$ cat src/rtl/mem_access_stage_if.sv
// ---------------------------------------------------------------------------
// mem_access_stage_if : data-memory request/response bus of the MEM stage
// Rev 1.0
// ---------------------------------------------------------------------------
`default_nettype none

interface mem_access_stage_if;
    logic        dmem_req;
    logic        dmem_we;
    logic [63:0] dmem_addr;
    logic [63:0] dmem_wdata;
    logic        dmem_ack;
    logic [63:0] dmem_rdata;

    modport master (
        output dmem_req, dmem_we, dmem_addr, dmem_wdata,
        input  dmem_ack, dmem_rdata
    );

    modport slave (
        input  dmem_req, dmem_we, dmem_addr, dmem_wdata,
        output dmem_ack, dmem_rdata
    );
endinterface

`default_nettype wire

$ cat src/rtl/mem_access_stage.sv
// ---------------------------------------------------------------------------
// mem_access_stage : pipeline MEM stage with stalling data-memory access,
//                    timeout error flag and MEM/WB pipeline register
// Rev 1.0
// ---------------------------------------------------------------------------
`default_nettype none

module mem_access_stage (
    input  logic        clk,
    input  logic        reset,
    input  logic        exmem_branch,
    input  logic        exmem_memread,
    input  logic        exmem_memwrite,
    input  logic        exmem_memtoreg,
    input  logic        exmem_regwrite,
    input  logic        exmem_jal,
    input  logic        exmem_zero,
    input  logic [4:0]  exmem_rd,
    input  logic [63:0] exmem_adder2out,
    input  logic [63:0] exmem_result,
    input  logic [63:0] exmem_writedata,
    input  logic [63:0] exmem_adder_out1,
    mem_access_stage_if.master dmem,
    output logic        mem_stall,
    output logic        pc_src,
    output logic        mem_err,
    output logic [63:0] branch_target,
    output logic        memwb_regwrite,
    output logic        memwb_memtoreg,
    output logic        memwb_jal,
    output logic [4:0]  memwb_rd,
    output logic [63:0] memwb_readdata,
    output logic [63:0] memwb_result,
    output logic [63:0] memwb_adder_out1
);

    localparam logic [1:0] S_IDLE = 2'd0;
    localparam logic [1:0] S_BUSY = 2'd1;
    localparam logic [1:0] S_DONE = 2'd2;
    localparam logic [3:0] WAIT_MAX = 4'd15;

    logic [1:0]  state_q,    state_d;
    logic [3:0]  wait_cnt_q, wait_cnt_d;
    logic [63:0] rbuf_q,     rbuf_d;
    logic        mem_err_q,  mem_err_d;
    logic        access;

    logic        memwb_regwrite_q, memwb_memtoreg_q, memwb_jal_q;
    logic [4:0]  memwb_rd_q;
    logic [63:0] memwb_readdata_q, memwb_result_q, memwb_adder_out1_q;

    assign access = exmem_memread | exmem_memwrite;

    always_ff @(posedge clk) begin
        if (!reset) begin
            state_q    <= S_IDLE;
            wait_cnt_q <= 4'd0;
            rbuf_q     <= 64'd0;
            mem_err_q  <= 1'b0;
        end else begin
            state_q    <= state_d;
            wait_cnt_q <= wait_cnt_d;
            rbuf_q     <= rbuf_d;
            mem_err_q  <= mem_err_d;
        end
    end

    always_comb begin
        state_d    = state_q;
        wait_cnt_d = wait_cnt_q;
        rbuf_d     = rbuf_q;
        mem_err_d  = mem_err_q;
        case (state_q)
            S_IDLE: begin
                if (access) begin
                    state_d    = S_BUSY;
                    wait_cnt_d = 4'd0;
                end
            end
            S_BUSY: begin
                if (dmem.dmem_ack) begin
                    state_d = S_DONE;
                    if (!exmem_memwrite) rbuf_d = dmem.dmem_rdata;
                end else if (wait_cnt_q == WAIT_MAX) begin
                    // Memory never answered: finish with zero data and flag it
                    state_d   = S_DONE;
                    rbuf_d    = 64'd0;
                    mem_err_d = 1'b1;
                end else begin
                    wait_cnt_d = wait_cnt_q + 4'd1;
                end
            end
            S_DONE:  state_d = S_IDLE;
            default: state_d = S_IDLE;
        endcase
    end

    always_comb begin
        mem_stall       = 1'b0;
        pc_src          = 1'b0;
        dmem.dmem_req   = 1'b0;
        dmem.dmem_we    = 1'b0;
        dmem.dmem_addr  = 64'd0;
        dmem.dmem_wdata = 64'd0;
        case (state_q)
            S_IDLE: begin
                mem_stall = access;
                pc_src    = ~access & ((exmem_branch & exmem_zero) | exmem_jal);
            end
            S_BUSY: begin
                mem_stall       = 1'b1;
                dmem.dmem_req   = 1'b1;
                dmem.dmem_we    = exmem_memwrite;
                dmem.dmem_addr  = exmem_result;
                dmem.dmem_wdata = exmem_writedata;
            end
            default: ;
        endcase
    end

    // Stalled cycles insert a bubble; all other cycles advance EX/MEM into MEM/WB
    always_ff @(posedge clk) begin
        if (!reset) begin
            memwb_regwrite_q   <= 1'b0;
            memwb_memtoreg_q   <= 1'b0;
            memwb_jal_q        <= 1'b0;
            memwb_rd_q         <= 5'd0;
            memwb_readdata_q   <= 64'd0;
            memwb_result_q     <= 64'd0;
            memwb_adder_out1_q <= 64'd0;
        end else if (mem_stall) begin
            memwb_regwrite_q   <= 1'b0;
            memwb_memtoreg_q   <= 1'b0;
            memwb_jal_q        <= 1'b0;
        end else begin
            memwb_regwrite_q   <= exmem_regwrite;
            memwb_memtoreg_q   <= exmem_memtoreg;
            memwb_jal_q        <= exmem_jal;
            memwb_rd_q         <= exmem_rd;
            memwb_readdata_q   <= (state_q == S_DONE) ? rbuf_q : 64'd0;
            memwb_result_q     <= exmem_result;
            memwb_adder_out1_q <= exmem_adder_out1;
        end
    end

    assign mem_err          = mem_err_q;
    assign branch_target    = exmem_adder2out;
    assign memwb_regwrite   = memwb_regwrite_q;
    assign memwb_memtoreg   = memwb_memtoreg_q;
    assign memwb_jal        = memwb_jal_q;
    assign memwb_rd         = memwb_rd_q;
    assign memwb_readdata   = memwb_readdata_q;
    assign memwb_result     = memwb_result_q;
    assign memwb_adder_out1 = memwb_adder_out1_q;

endmodule

`default_nettype wire
$ cat src/flat_wrapper.sv
// flat-port wrapper written by rule: the top's interface ports become plain ports
module mem_access_stage_flat 
  (clk, reset, exmem_branch, exmem_memread, exmem_memwrite, exmem_memtoreg, exmem_regwrite, exmem_jal, exmem_zero, exmem_rd, exmem_adder2out, exmem_result, exmem_writedata, exmem_adder_out1, mem_stall, pc_src, mem_err, branch_target, memwb_regwrite, memwb_memtoreg, memwb_jal, memwb_rd, memwb_readdata, memwb_result, memwb_adder_out1, dmem_dmem_req, dmem_dmem_we, dmem_dmem_addr, dmem_dmem_wdata, dmem_dmem_ack, dmem_dmem_rdata);
  mem_access_stage_if dmem_i ();
  input  logic clk;
  input  logic reset;
  input  logic exmem_branch;
  input  logic exmem_memread;
  input  logic exmem_memwrite;
  input  logic exmem_memtoreg;
  input  logic exmem_regwrite;
  input  logic exmem_jal;
  input  logic exmem_zero;
  input  logic [4:0] exmem_rd;
  input  logic [63:0] exmem_adder2out;
  input  logic [63:0] exmem_result;
  input  logic [63:0] exmem_writedata;
  input  logic [63:0] exmem_adder_out1;
  output logic mem_stall;
  output logic pc_src;
  output logic mem_err;
  output logic [63:0] branch_target;
  output logic memwb_regwrite;
  output logic memwb_memtoreg;
  output logic memwb_jal;
  output logic [4:0] memwb_rd;
  output logic [63:0] memwb_readdata;
  output logic [63:0] memwb_result;
  output logic [63:0] memwb_adder_out1;
  output wire logic [$bits(dmem_i.dmem_req)-1:0] dmem_dmem_req;
  output wire logic [$bits(dmem_i.dmem_we)-1:0] dmem_dmem_we;
  output wire logic [$bits(dmem_i.dmem_addr)-1:0] dmem_dmem_addr;
  output wire logic [$bits(dmem_i.dmem_wdata)-1:0] dmem_dmem_wdata;
  input wire logic [$bits(dmem_i.dmem_ack)-1:0] dmem_dmem_ack;
  input wire logic [$bits(dmem_i.dmem_rdata)-1:0] dmem_dmem_rdata;
  assign dmem_dmem_req = dmem_i.dmem_req;
  assign dmem_dmem_we = dmem_i.dmem_we;
  assign dmem_dmem_addr = dmem_i.dmem_addr;
  assign dmem_dmem_wdata = dmem_i.dmem_wdata;
  assign dmem_i.dmem_ack = dmem_dmem_ack;
  assign dmem_i.dmem_rdata = dmem_dmem_rdata;
  mem_access_stage u_core (.clk(clk), .reset(reset), .exmem_branch(exmem_branch), .exmem_memread(exmem_memread), .exmem_memwrite(exmem_memwrite), .exmem_memtoreg(exmem_memtoreg), .exmem_regwrite(exmem_regwrite), .exmem_jal(exmem_jal), .exmem_zero(exmem_zero), .exmem_rd(exmem_rd), .exmem_adder2out(exmem_adder2out), .exmem_result(exmem_result), .exmem_writedata(exmem_writedata), .exmem_adder_out1(exmem_adder_out1), .dmem(dmem_i), .mem_stall(mem_stall), .pc_src(pc_src), .mem_err(mem_err), .branch_target(branch_target), .memwb_regwrite(memwb_regwrite), .memwb_memtoreg(memwb_memtoreg), .memwb_jal(memwb_jal), .memwb_rd(memwb_rd), .memwb_readdata(memwb_readdata), .memwb_result(memwb_result), .memwb_adder_out1(memwb_adder_out1));
endmodule
$ cat config.mk
export PLATFORM = sky130hd
export DESIGN_NAME = mem_access_stage_flat
export DESIGN_NICKNAME = d
export VERILOG_FILES = /design/src/rtl/mem_access_stage_if.sv /design/src/rtl/mem_access_stage.sv /design/src/flat_wrapper.sv
export SDC_FILE = /design/constraint.sdc
export NUM_CORES = 1
export LEC_CHECK = 0
export ABC_AREA = 0
export ABC_CLOCK_PERIOD_IN_PS = 2050
export CORE_AREA = 4 4 280 282
export DETAILED_ROUTE_END_ITERATION = 8
export DIE_AREA = 0 0 284 286
export HOLD_SLACK_MARGIN = 0.12
export PLACE_DENSITY = 0.44
export SYNTH_ARGS = -nofsm -noshare
export SYNTH_HDL_FRONTEND = slang
export SYNTH_SLANG_ARGS = --single-unit
export TNS_END_PERCENT = 30
$ cat constraint.sdc
create_clock -name clk -period 2.05 [get_ports clk]
set_input_delay 0.5125 -clock clk [delete_from_list [all_inputs] [get_ports clk]]
set_output_delay 0.5125 -clock clk [all_outputs]
set_load 0.01 [all_outputs]
==> impl_metrics.env, run 1 <==
export IMPL_status="complete, but fails checks"
export IMPL_violations="negative setup slack"
export IMPL_netlist_instances=1378
export IMPL_clock_root_buffer="clkbuf_16"
export IMPL_avgSynthCellArea_um2=8.37
export IMPL_p_leak_nw=8.55
export IMPL_clock_latency_ps=540
export IMPL_fin_area_um2=21000
export IMPL_antenna_found_initial=5
export IMPL_drt_initial_drc_count=841
export IMPL_wl_um=65900
export IMPL_dr_pass1_iters=5
export IMPL_hold_viol=0
export IMPL_final_max_slew_viol_count=0
export IMPL_slew_headroom_pct=41.7
export IMPL_holdCritStartpoint="u_core.memwb_result[38]"
export IMPL_p_per_area_nw_per_um2=758
export IMPL_htree_levels=2
export IMPL_crit_path_frequent_cell="buf_6"
export IMPL_ir_drop_mv=0.486
export IMPL_ys_warn_count=0
export IMPL_crit_chain="nand2b_4 -> inv_6 -> buf_12 -> buf_12 -> buf_6 -> buf_6 -> and2_4 -> buf_6"
export IMPL_worst_ep_arrival_time_ps=1840
export IMPL_ys_flop_type="dfxtp_1"
export IMPL_ys_ff_latch=271
export IMPL_power_share_clock_pct=41.1
export IMPL_synthToLayoutAreaGrowth_pct=81.8
export IMPL_crit_type="reg -> out"
export IMPL_maxCapViolCount=0
export IMPL_fmax_mhz=426
export IMPL_ant_nets=0
export IMPL_tns_ps=-26060
export IMPL_holdPathEnd="u_core.memwb_result[38]"
export IMPL_num_rows=101
export IMPL_route_detailed_drc=0
export IMPL_timing_hold_ws_ps=460
export IMPL_holdPathStages=2
export IMPL_critPathMaxStageDelay_ps=340
export IMPL_path_buf_inv=6
export IMPL_ios=732
export IMPL_fin_ws_ps=-298
export IMPL_place_congestion=0.829
export IMPL_synth_most_common_cell="dfxtp_1"
export IMPL_yosys_area_top_type="dfxtp_1"
export IMPL_grt_first_pass_wirelength_um=91900
export IMPL_port_buffers=603
export IMPL_post_place_ws_ps=-434
export IMPL_ys_types=32
export IMPL_placed_area_um2=19100
export IMPL_cts_sinks=271
export IMPL_syn_nets=1714
export IMPL_fin_crit_ps=2350
export IMPL_r2r_end="u_core.memwb_result[0]"
export IMPL_critPathRequiredTime_ps=1540
export IMPL_die_width_um=284
export IMPL_synth_edff_count=0
export IMPL_period_share_pct=115
export IMPL_yosysSeqAreaShare_pct=47.1
export IMPL_drive_gt1_share_pct=21.9
export IMPL_cp_top_family="buffers and inverters"
export IMPL_grt_overflow_total=0
export IMPL_intPower_mw=11.5
export IMPL_core_um2=75700
export IMPL_syn_area_um2=11500
export IMPL_final_nets=2297
export IMPL_grtUsageTotal_pct=15.1
export IMPL_cts_buffer_depth=3
export IMPL_pwr_share_seq_pct=36.2
export IMPL_wire_per_inst_um=22.2
export IMPL_hold_path_class="reg -> reg"
export IMPL_grt_max_degree=103
export IMPL_setup_viol=130
export IMPL_viasPerCell=4.35
export IMPL_dp_cells=2880
export IMPL_synth_area_leaders="dfxtp_1 (47%), nand3_1 (8.7%), a21oi_1 (8.7%)"
export IMPL_timing_rr_start="u_core.state_q[1]"
export IMPL_tightest_slew_ps=875
export IMPL_cts_buffers_inserted=35
export IMPL_yosysTopAreaCellShare_pct=47.1
export IMPL_hold_buffers=0
export IMPL_cts_clk_slew_worst_paths_ps=60
export IMPL_p_sw_share_pct=27.5
export IMPL_finalPower_mw=15.9
export IMPL_cts_tree="built"
export IMPL_rsz0062_at_grt="yes"
export IMPL_r2r_cells=5
export IMPL_design_die_area_um2=81200
export IMPL_endpoint_kind="output port"
export IMPL_grt_pass1_vias=13000
export IMPL_start_kind="register"
export IMPL_power_switching_mw=4.38
export IMPL_comb_power_share_pct=22.6
export IMPL_num_vias=12900
export IMPL_n_antenna_cell=0
export IMPL_reg2reg_slack_ps=180
export IMPL_critPathMaxFanout=4
export IMPL_start_util_pct=15.2
export IMPL_crit_slowest_cell="dfxtp_4"
export IMPL_yosys_top_cells_count="dfxtp_1 (271), nand3_1 (201), a21oi_1 (200)"
export IMPL_async_reset_ff_share_pct=0
export IMPL_fin_util_pct=27.7
export IMPL_dp_hpwl_um=48000
export IMPL_stdcell_count=2965
export IMPL_fp_dieH_um=286
export IMPL_fin_skew_ps=17.4
## power by group through the flow
stage | Combinational [mW] | Sequential (mW) | Clock, mW
2_1_floorplan | 1.21 | 5.92 | 0
3_3_place_gp | 3.32 | 5.86 | 0
3_5_place_dp | 3.33 | 5.87 | 0
4_1_cts | 3.44 | 5.75 | 6.78
5_1_grt | 3.86 | 5.79 | 7.00
6_report | 3.59 | 5.75 | 6.53
## per-layer routing
metal	up-vias	part of all wire, %	track usage (%)
met5	-	0.012	0
met4	2	3.4	6.42
met3	114	12	7.93
met2	515	46	23.7
met1	6220	38	17.1
li1	6056	-	-
## how the worst max path moves through the flow
stage	from	depth (start not counted)	endpoint
after floorplan	exmem_memread	5	mem_stall
after global placement	exmem_memread	5	mem_stall
after detailed placement	exmem_memread	5	mem_stall
after CTS	u_core.state_q[1]	8	dmem_dmem_wdata[2]
after global routing	u_core.state_q[1]	8	dmem_dmem_addr[57]
final	u_core.state_q[1]	8	dmem_dmem_addr[57]
## worst min-delay path: stages, from the launching register on
cell and delay, ps:
dfxtp_1 300, nand3_1 60, a21oi_1 50
## layout by cell type, fill, tap and decap left out, types with 5 or more instances in the layout
master	count
dfxtp_1	268
a32oi_1	64
and3_1	5
buf_2	43
nand3_1	201
clkbuf_16	40
clkinv_2	9
a21oi_1	200
buf_4	114
bufinv_16	5
clkbuf_1	6
and2_4	70
buf_6	81
nor2_1	66
buf_12	32
clkdlybuf4s50_1	412
dlymetal6s2s_1	55
clkdlybuf4s15_2	12
a22oi_1	64
o21ai_0	133
buf_16	6
and2_1	60
## registers in the layout, summed over array words and instances (netlist names)
register                 count
u_core.state_q               2
u_core.memwb_result         64
u_core.mem_err               1
u_core.rbuf_q               64
u_core.memwb_readdata       64
u_core.memwb_regwrite        1
u_core.memwb_memtoreg        1
u_core.memwb_jal             1
u_core.memwb_rd              5
u_core.wait_cnt_q            4
u_core.memwb_adder_out1     64
## kinds of logic (layout without fill, tap and decap cells)
| logic type | count (synthesis) | in the layout | synth area share (%) |
|---|---|---|---|
| simple gates | 420 | 420 | 19.3 |
| buf+inv | 218 | 827 | 9.62 |
| fa+ha+maj | 1 | 1 | 0.109 |
| compound gates | 468 | 468 | 23.9 |
| flops | 271 | 271 | 47.1 |
## final cells by class
cell class	instances	area, um2
fillers	8024	54700
repair buffers	760	7830
flip-flops and latches	271	5430
multi-input cells	889	5230
well taps	978	1220
clock buffers	46	990
clock inverters	17	216
inverters	4	32.5
## timing repair
item | 4_1_cts | 5_1_grt
setup buffers | 11 | 3
pin swaps | 23 | 28
setup endpoints to repair | 184 | 244
endpoints found under the hold margin | 0 | 0
gates cloned | 6 | 3
gates resized for setup | 550 | 199
Power figures use the tool's default switching activity.
==> inputs of run 2 (changes only) <==
--- a/config.mk
+++ b/config.mk
@@ -10,6 +10,7 @@
 export CORE_AREA = 4 4 280 282
 export DETAILED_ROUTE_END_ITERATION = 8
 export DIE_AREA = 0 0 284 286
+export GPL_ROUTABILITY_DRIVEN = 0
 export HOLD_SLACK_MARGIN = 0.12
 export PLACE_DENSITY = 0.44
 export SYNTH_ARGS = -nofsm -noshare
==> results of run 2 <==
No change in the layout: final DEF, timing and power equal those of run 1.
